### src/rtl/mem_bus_arbiter_pkg.sv
// mem_bus_arbiter_pkg: shared FSM encoding, funct3 codes and constants for the memory bus arbiter
package mem_bus_arbiter_pkg;
  typedef enum logic [1:0] {IDLE, FETCH, DATA, RESP} state_t;
  localparam logic [2:0] F_SB  = 3'b000;
  localparam logic [2:0] F_SH  = 3'b001;
  localparam logic [2:0] F_SW  = 3'b010;
  localparam logic [2:0] F_LB  = 3'b000;
  localparam logic [2:0] F_LH  = 3'b001;
  localparam logic [2:0] F_LW  = 3'b010;
  localparam logic [2:0] F_LBU = 3'b100;
  localparam logic [2:0] F_LHU = 3'b101;
  localparam logic [31:0] NOP = 32'h0000_0013;
endpackage

### src/rtl/mem_bus_arbiter_if.sv
// mem_bus_arbiter_if: single-port external memory bus, arbiter is master and memory is slave
interface mem_bus_arbiter_if;
  logic        mem_req;
  logic        mem_we;
  logic [31:0] mem_addr;
  logic [31:0] mem_wdata;
  logic [3:0]  mem_be;
  logic [31:0] mem_rdata;
  logic        mem_ack;
  modport master (output mem_req, mem_we, mem_addr, mem_wdata, mem_be, input mem_rdata, mem_ack);
  modport slave  (input mem_req, mem_we, mem_addr, mem_wdata, mem_be, output mem_rdata, mem_ack);
endinterface

### src/rtl/mem_lane_align.sv
// mem_lane_align: byte-enable/write-lane generation, load lane extraction/extension and misalign detect
module mem_lane_align
  import mem_bus_arbiter_pkg::*;
(
  input  logic        we,
  input  logic [2:0]  funct,
  input  logic [1:0]  addr_lo,
  input  logic [31:0] wdata,
  input  logic [31:0] rdata,
  output logic [3:0]  be,
  output logic [31:0] lane_wdata,
  output logic [31:0] ld_data,
  output logic        misalign
);
  logic [7:0]  byte_v;
  logic [15:0] half_v;
  always_comb begin
    byte_v     = rdata[{addr_lo, 3'b000} +: 8];
    half_v     = addr_lo[1] ? rdata[31:16] : rdata[15:0];
    misalign   = (funct[1:0] == 2'b01 && addr_lo[0]) || (funct == F_LW && addr_lo != 2'b00);
    be         = !we ? 4'hf :
                 funct == F_SB ? 4'b0001 << addr_lo :
                 funct == F_SH ? (addr_lo[1] ? 4'b1100 : 4'b0011) : 4'hf;
    lane_wdata = funct == F_SB ? {4{wdata[7:0]}} :
                 funct == F_SH ? {2{wdata[15:0]}} : wdata;
    ld_data    = funct == F_LB  ? {{24{byte_v[7]}}, byte_v} :
                 funct == F_LH  ? {{16{half_v[15]}}, half_v} :
                 funct == F_LBU ? {24'b0, byte_v} :
                 funct == F_LHU ? {16'b0, half_v} : rdata;
  end
endmodule

### src/rtl/mem_bus_arbiter.sv
// mem_bus_arbiter: shares one memory bus between fetch and data ports, data-first with anti-starvation and timeout
module mem_bus_arbiter
  import mem_bus_arbiter_pkg::*;
#(
  parameter int STARVE_LIMIT = 4,
  parameter int TIMEOUT      = 255,
  parameter int CNT_W        = 8
) (
  input  logic        clk,
  input  logic        rst,
  input  logic        if_req,
  input  logic [31:0] if_addr,
  output logic [31:0] if_rdata,
  output logic        if_ready,
  input  logic        d_rd,
  input  logic        d_wr,
  input  logic [31:0] d_addr,
  input  logic [31:0] d_wdata,
  input  logic [2:0]  d_funct,
  output logic [31:0] d_rdata,
  output logic        d_ready,
  output logic        d_err,
  mem_bus_arbiter_if.master bus
);
  localparam int SK_W = $clog2(STARVE_LIMIT + 1);
  localparam logic [SK_W-1:0] SK_MAX = SK_W'(STARVE_LIMIT);
  localparam logic [CNT_W-1:0] CNT_END = CNT_W'(TIMEOUT - 1);
  state_t state, state_nx;
  logic own_d, we_q, err_q;
  logic [2:0] funct_q;
  logic [31:0] addr_q, wdata_q, rdata_q;
  logic [3:0] be_q;
  logic [CNT_W-1:0] cnt;
  logic [SK_W-1:0] streak;
  logic d_req, in_bus, fetch_win, grant_d, grant_f, timed_out;
  logic a_we, misalign;
  logic [2:0] a_funct;
  logic [1:0] a_lo;
  logic [3:0] be;
  logic [31:0] lane_wdata, ld_data;
  always_comb begin
    d_req     = d_rd | d_wr;
    in_bus    = state == FETCH || state == DATA;
    fetch_win = if_req && (!d_req || streak == SK_MAX);
    grant_d   = state == IDLE && d_req && !fetch_win;
    grant_f   = state == IDLE && fetch_win;
    timed_out = in_bus && !bus.mem_ack && cnt == CNT_END;
    a_we      = state == IDLE ? d_wr : we_q;
    a_funct   = state == IDLE ? d_funct : funct_q;
    a_lo      = state == IDLE ? d_addr[1:0] : addr_q[1:0];
  end
  // Store lanes/misalign come from live inputs in IDLE, load extension from the registered request
  mem_lane_align u_align (
    .we        (a_we),
    .funct     (a_funct),
    .addr_lo   (a_lo),
    .wdata     (d_wdata),
    .rdata     (bus.mem_rdata),
    .be        (be),
    .lane_wdata(lane_wdata),
    .ld_data   (ld_data),
    .misalign  (misalign)
  );
  always_ff @(posedge clk or negedge rst)
    if (!rst) state <= IDLE;
    else state <= state_nx;
  always_comb begin
    state_nx = state;
    unique case (state)
      IDLE:        state_nx = grant_d ? (misalign ? RESP : DATA) : grant_f ? FETCH : IDLE;
      FETCH, DATA: state_nx = (bus.mem_ack || timed_out) ? RESP : state;
      RESP:        state_nx = IDLE;
      default:     state_nx = IDLE;
    endcase
  end
  always_ff @(posedge clk or negedge rst)
    if (!rst) begin
      own_d   <= 1'b0;
      we_q    <= 1'b0;
      err_q   <= 1'b0;
      funct_q <= 3'b0;
      addr_q  <= 32'b0;
      wdata_q <= 32'b0;
      rdata_q <= 32'b0;
      be_q    <= 4'b0;
      cnt     <= '0;
      streak  <= '0;
    end else begin
      if (grant_d || grant_f) begin
        own_d   <= grant_d;
        we_q    <= grant_d && d_wr;
        err_q   <= grant_d && misalign;
        funct_q <= d_funct;
        addr_q  <= grant_d ? d_addr : if_addr;
        wdata_q <= grant_d ? lane_wdata : 32'b0;
        be_q    <= grant_d ? be : 4'hf;
        rdata_q <= 32'b0;
        cnt     <= '0;
      end else if (in_bus) begin
        if (bus.mem_ack) rdata_q <= own_d ? ld_data : bus.mem_rdata;
        else if (timed_out) begin
          rdata_q <= own_d ? 32'b0 : NOP;
          err_q   <= own_d;
        end else cnt <= cnt + 1'b1;
      end
      if (state == IDLE)
        streak <= (!if_req || grant_f) ? '0 : (grant_d && streak != SK_MAX) ? streak + 1'b1 : streak;
    end
  always_comb begin
    bus.mem_req   = in_bus;
    bus.mem_we    = in_bus && we_q;
    bus.mem_addr  = {addr_q[31:2], 2'b00};
    bus.mem_wdata = wdata_q;
    bus.mem_be    = be_q;
    if_ready      = state == RESP && !own_d;
    d_ready       = state == RESP && own_d;
    d_err         = state == RESP && own_d && err_q;
    if_rdata      = rdata_q;
    d_rdata       = rdata_q;
  end
endmodule
### src/flat_wrapper.sv
// flat-port wrapper written by rule: the top's interface ports become plain ports
module mem_bus_arbiter_flat import mem_bus_arbiter_pkg::*;
#(
  parameter int STARVE_LIMIT = 4,
  parameter int TIMEOUT      = 255,
  parameter int CNT_W        = 8
)
  (clk, rst, if_req, if_addr, if_rdata, if_ready, d_rd, d_wr, d_addr, d_wdata, d_funct, d_rdata, d_ready, d_err, bus_mem_req, bus_mem_we, bus_mem_addr, bus_mem_wdata, bus_mem_be, bus_mem_rdata, bus_mem_ack);
  mem_bus_arbiter_if bus_i ();
  input  logic clk;
  input  logic rst;
  input  logic if_req;
  input  logic [31:0] if_addr;
  output logic [31:0] if_rdata;
  output logic if_ready;
  input  logic d_rd;
  input  logic d_wr;
  input  logic [31:0] d_addr;
  input  logic [31:0] d_wdata;
  input  logic [2:0] d_funct;
  output logic [31:0] d_rdata;
  output logic d_ready;
  output logic d_err;
  output wire logic [$bits(bus_i.mem_req)-1:0] bus_mem_req;
  output wire logic [$bits(bus_i.mem_we)-1:0] bus_mem_we;
  output wire logic [$bits(bus_i.mem_addr)-1:0] bus_mem_addr;
  output wire logic [$bits(bus_i.mem_wdata)-1:0] bus_mem_wdata;
  output wire logic [$bits(bus_i.mem_be)-1:0] bus_mem_be;
  input wire logic [$bits(bus_i.mem_rdata)-1:0] bus_mem_rdata;
  input wire logic [$bits(bus_i.mem_ack)-1:0] bus_mem_ack;
  assign bus_mem_req = bus_i.mem_req;
  assign bus_mem_we = bus_i.mem_we;
  assign bus_mem_addr = bus_i.mem_addr;
  assign bus_mem_wdata = bus_i.mem_wdata;
  assign bus_mem_be = bus_i.mem_be;
  assign bus_i.mem_rdata = bus_mem_rdata;
  assign bus_i.mem_ack = bus_mem_ack;
  mem_bus_arbiter #(.STARVE_LIMIT(STARVE_LIMIT), .TIMEOUT(TIMEOUT), .CNT_W(CNT_W)) u_core (.clk(clk), .rst(rst), .if_req(if_req), .if_addr(if_addr), .if_rdata(if_rdata), .if_ready(if_ready), .d_rd(d_rd), .d_wr(d_wr), .d_addr(d_addr), .d_wdata(d_wdata), .d_funct(d_funct), .d_rdata(d_rdata), .d_ready(d_ready), .d_err(d_err), .bus(bus_i));
endmodule
### config.mk
export PLATFORM = sky130hd
export DESIGN_NAME = mem_bus_arbiter_flat
export DESIGN_NICKNAME = d
export VERILOG_FILES = /design/src/rtl/mem_bus_arbiter_pkg.sv /design/src/rtl/mem_bus_arbiter_if.sv /design/src/rtl/mem_lane_align.sv /design/src/rtl/mem_bus_arbiter.sv /design/src/flat_wrapper.sv
export SDC_FILE = /design/constraint.sdc
export NUM_CORES = 1
export LEC_CHECK = 0
export CAP_MARGIN = 20
export CORE_MARGIN = 2
export CORE_UTILIZATION = 30
export CTS_BUF_LIST = sky130_fd_sc_hd__clkbuf_16
export DETAILED_ROUTE_END_ITERATION = 10
export PLACE_DENSITY_LB_ADDON = 0.3
export SLEW_MARGIN = 40
export SYNTH_ARGS = -nofsm -noshare
export SYNTH_HDL_FRONTEND = slang
export SYNTH_SLANG_ARGS = --single-unit
### constraint.sdc
create_clock -name clk -period 2.8 [get_ports clk]
set_input_delay 0.56 -clock clk [delete_from_list [all_inputs] [get_ports clk]]
set_output_delay 0.56 -clock clk [all_outputs]
set_load 0.02 [all_outputs]
==> impl_metrics.tcl <==
set metrics [dict create \
    critical_path_buf_inv_count 2 \
    vdd_ir_drop_max_uv 462 \
    maxCapViolations 0 \
    root_buffer "clkbuf_16" \
    instances_no_fill 1257 \
    cp-start-kind "register" \
    worstPathArrival_ns 2.09 \
    grt_use_total 0.183 \
    ant_nets 0 \
    grt_start_max_net_pins 61 \
    r2r_slack_ns 0.37 \
    ys_seq_area_frac 0.454 \
    total_power_mw 12.0 \
    cp_slowest_stage_delay_ns 0.60 \
    netlist_top_cells_area "dfrtp_1 (45%), nand2_1 (9.8%), buf_4 (7.6%), a22oi_1 (5.0%), o21ai_0 (4.1%)" \
    critPathTopFamily "buffers and inverters" \
    drv_slew 0 \
    grtUsageMet3 0.0619 \
    post_cts_buffers 0 \
    drive_gt1_frac 0.0912 \
    synth.top_cell.area_share 0.454 \
    slew_headroom 0.603 \
    p_leak_nw 4.33 \
    cts_buffer_depth 2 \
    synth_warnings 0 \
    ys_async_sr_fraction 1.00 \
    layout_commonest_cell "clkdlybuf4s50_1" \
    hold_viol_final 0 \
    min_period_ns 2.65 \
    finClkSkew_ns 0.0136 \
    wl_um 21200 \
    ys.flop_type "dfrtp_1" \
    yosysTopAreaCell "dfrtp_1" \
    core_area_sq_um 21600 \
    fin_nets 1106 \
    outcome "completed" \
    crit_required_ns 2.24 \
    grt_overflow_total 0 \
    cts_tree "yes" \
    multi_input_area_sq_um 2890 \
    postSynthCellCount 742 \
    finalCritPeriodShare 0.947 \
    final_util 0.457 \
    cts_hold_buf 0 \
    whs_ns 0.0710 \
    die_y_um 152 \
    pwr_density_cell_nw_per_um2 1210 \
    initialDrtViolationCount 377 \
    design_area_sq_um 9890 \
    worst-setup-path-type "register to output port" \
    clk_pin_slew_worst_paths_ns 0.06 \
    dieArea_sq_um 23100 \
    cp_slowest_cell "clkdlybuf4s50_1" \
    cts_htree_levels 4 \
    antenna_found_initial 2 \
    rsz0062_at_grt "false" \
    drt-vias-per-instance 4.90 \
    hold_path.class "input port to async pin" \
    synthesis.area_sq_um 6560 \
    hpwl_um 15900 \
    rows 54 \
    grt_pass1_wl_um 33900 \
    synth_seq_cells 119 \
    syn_avg_cell_area_sq_um 8.84 \
    ff_latch_area_sq_um 2980 \
    synth_cell_types 59 \
    avgRoutedWirePerCell_um 16.9 \
    start_util 0.303 \
    dp_slack_ns 0.149 \
    clock_sinks 119 \
    postPlaceCellArea_sq_um 9280 \
    io_pins 274 \
    top_usage_layer "met2" \
    synthToLayoutAreaGrowth_pct 50.8 \
    cts_resized 0 \
    finalSetupTns_ns 0 \
    synth_edf_count 0 \
    first_pass_iters 5 \
    die_w_um 152 \
    final_cell_mix "clkdlybuf4s50_1 (270), nand2_1 (172), dfrtp_1 (119)" \
    place_inst 1224 \
    num_vias 6158 \
    setup_slack_ns 0.148 \
    crit_fanout 9 \
    numCtsBuffers 17 \
    worstMarginPinSlew_ns 0.595 \
    crit_path_cell_trace "inv_1, ha_1, and2_1, clkdlybuf4s50_1" \
    end_kind "output port" \
    setup_viol 0 \
    fmaxAchievable_mhz 377 \
    grt_pass1_vias 6043 \
    drc 0 \
    use_met2 0.292 \
    fillers 2134 \
    insertion_delay_ns 0.42 \
    grt_use_met1 0.239 \
    port_buffers 271 \
    gp_congestion 0.864 \
]
==> cells in the mapped netlist (2+ instances only) <==
cell / n
ha_1: 6
mux2i_1: 25
a22oi_1: 44
o211ai_1: 8
buf_4: 66
dfrtp_1: 119
nand3_1: 5
a2bb2oi_1: 2
xnor2_1: 2
mux2_2: 3
a211oi_1: 3
nand3b_1: 4
a21o_1: 4
a41oi_1: 2
nand4_1: 5
xor2_1: 5
buf_2: 5
nor2b_1: 2
a31oi_1: 2
buf_6: 4
a211o_1: 3
nand2b_1: 2
o22ai_1: 9
nor4bb_1: 2
nor2_1: 60
inv_1: 12
o21ai_0: 54
o22a_1: 2
and2_1: 4
nand2_1: 172
o21ai_1: 4
o32a_1: 2
o21ai_2: 11
and3_1: 4
a21oi_1: 33
clkbuf_1: 25
nor3_1: 5
==> sequential cells by signal, summed over array words and instances, names as in the netlist <==
name	count
u_core.addr_q	32
u_core.state	2
u_core.d_rdata	32
u_core.streak	3
u_core.bus.mem_be	4
u_core.bus.mem_wdata	32
u_core.funct_q	3
u_core.we_q	1
u_core.err_q	1
u_core.cnt	8
u_core.own_d	1
==> report_power, final <==
part           switching (mW)  total, mW  internal [mW]
Sequential              0.486       2.94           2.45
Combinational            3.79       6.78           2.98
Clock                   0.809       2.29           1.48
Total                    5.09       12.0           6.91
==> logic make-up (layout without fill, tap and decap cells) <==
logic type | after synthesis | count (layout) | share of synthesized area
and+or+nand+nor | 270 | 270 | 0.170
AOI/OAI and AO/OA | 195 | 195 | 0.198
DFF | 119 | 119 | 0.454
buffers and inverters | 114 | 347 | 0.109
muxes | 30 | 30 | 0.0488
xor gates and xnor gates | 7 | 7 | 0.00935
adders and majority gates | 6 | 6 | 0.0114
other | 1 | 3 | 0.000572
==> layout make-up <==
type,count,share of cell area
timing repair buffer,302,0.304
tap,280,0.0354
antenna,1,0.000253
sequential,119,0.301
clock buffer,17,0.0430
inverter,13,0.00493
clock inverter,15,0.0189
multi-input combinational,510,0.293
==> per-layer routing <==
layer	share of wire	vias up
met1	0.44	2932
met3	0.079	22
li1	-	2952
met5	0.00061	-
met4	0.015	2
met2	0.47	250
==> worst paths after layout <==
| path | startpoint | end | cells after the start |
|---|---|---|---|
| max | u_core.state[0] | bus_mem_we | 4 |
| min in group clk | u_core.addr_q[15] | u_core.addr_q[15] | 2 |
| max in group asynchronous | rst | u_core.addr_q[4] | 2 |
| max reg2reg | u_core.state[0] | u_core.d_rdata[19] | 11 |
| min | rst | u_core.d_rdata[25] | 1 |
| min reg2reg | u_core.addr_q[15] | u_core.addr_q[15] | 2 |
Note: power is estimated with default switching activity, not from simulation.
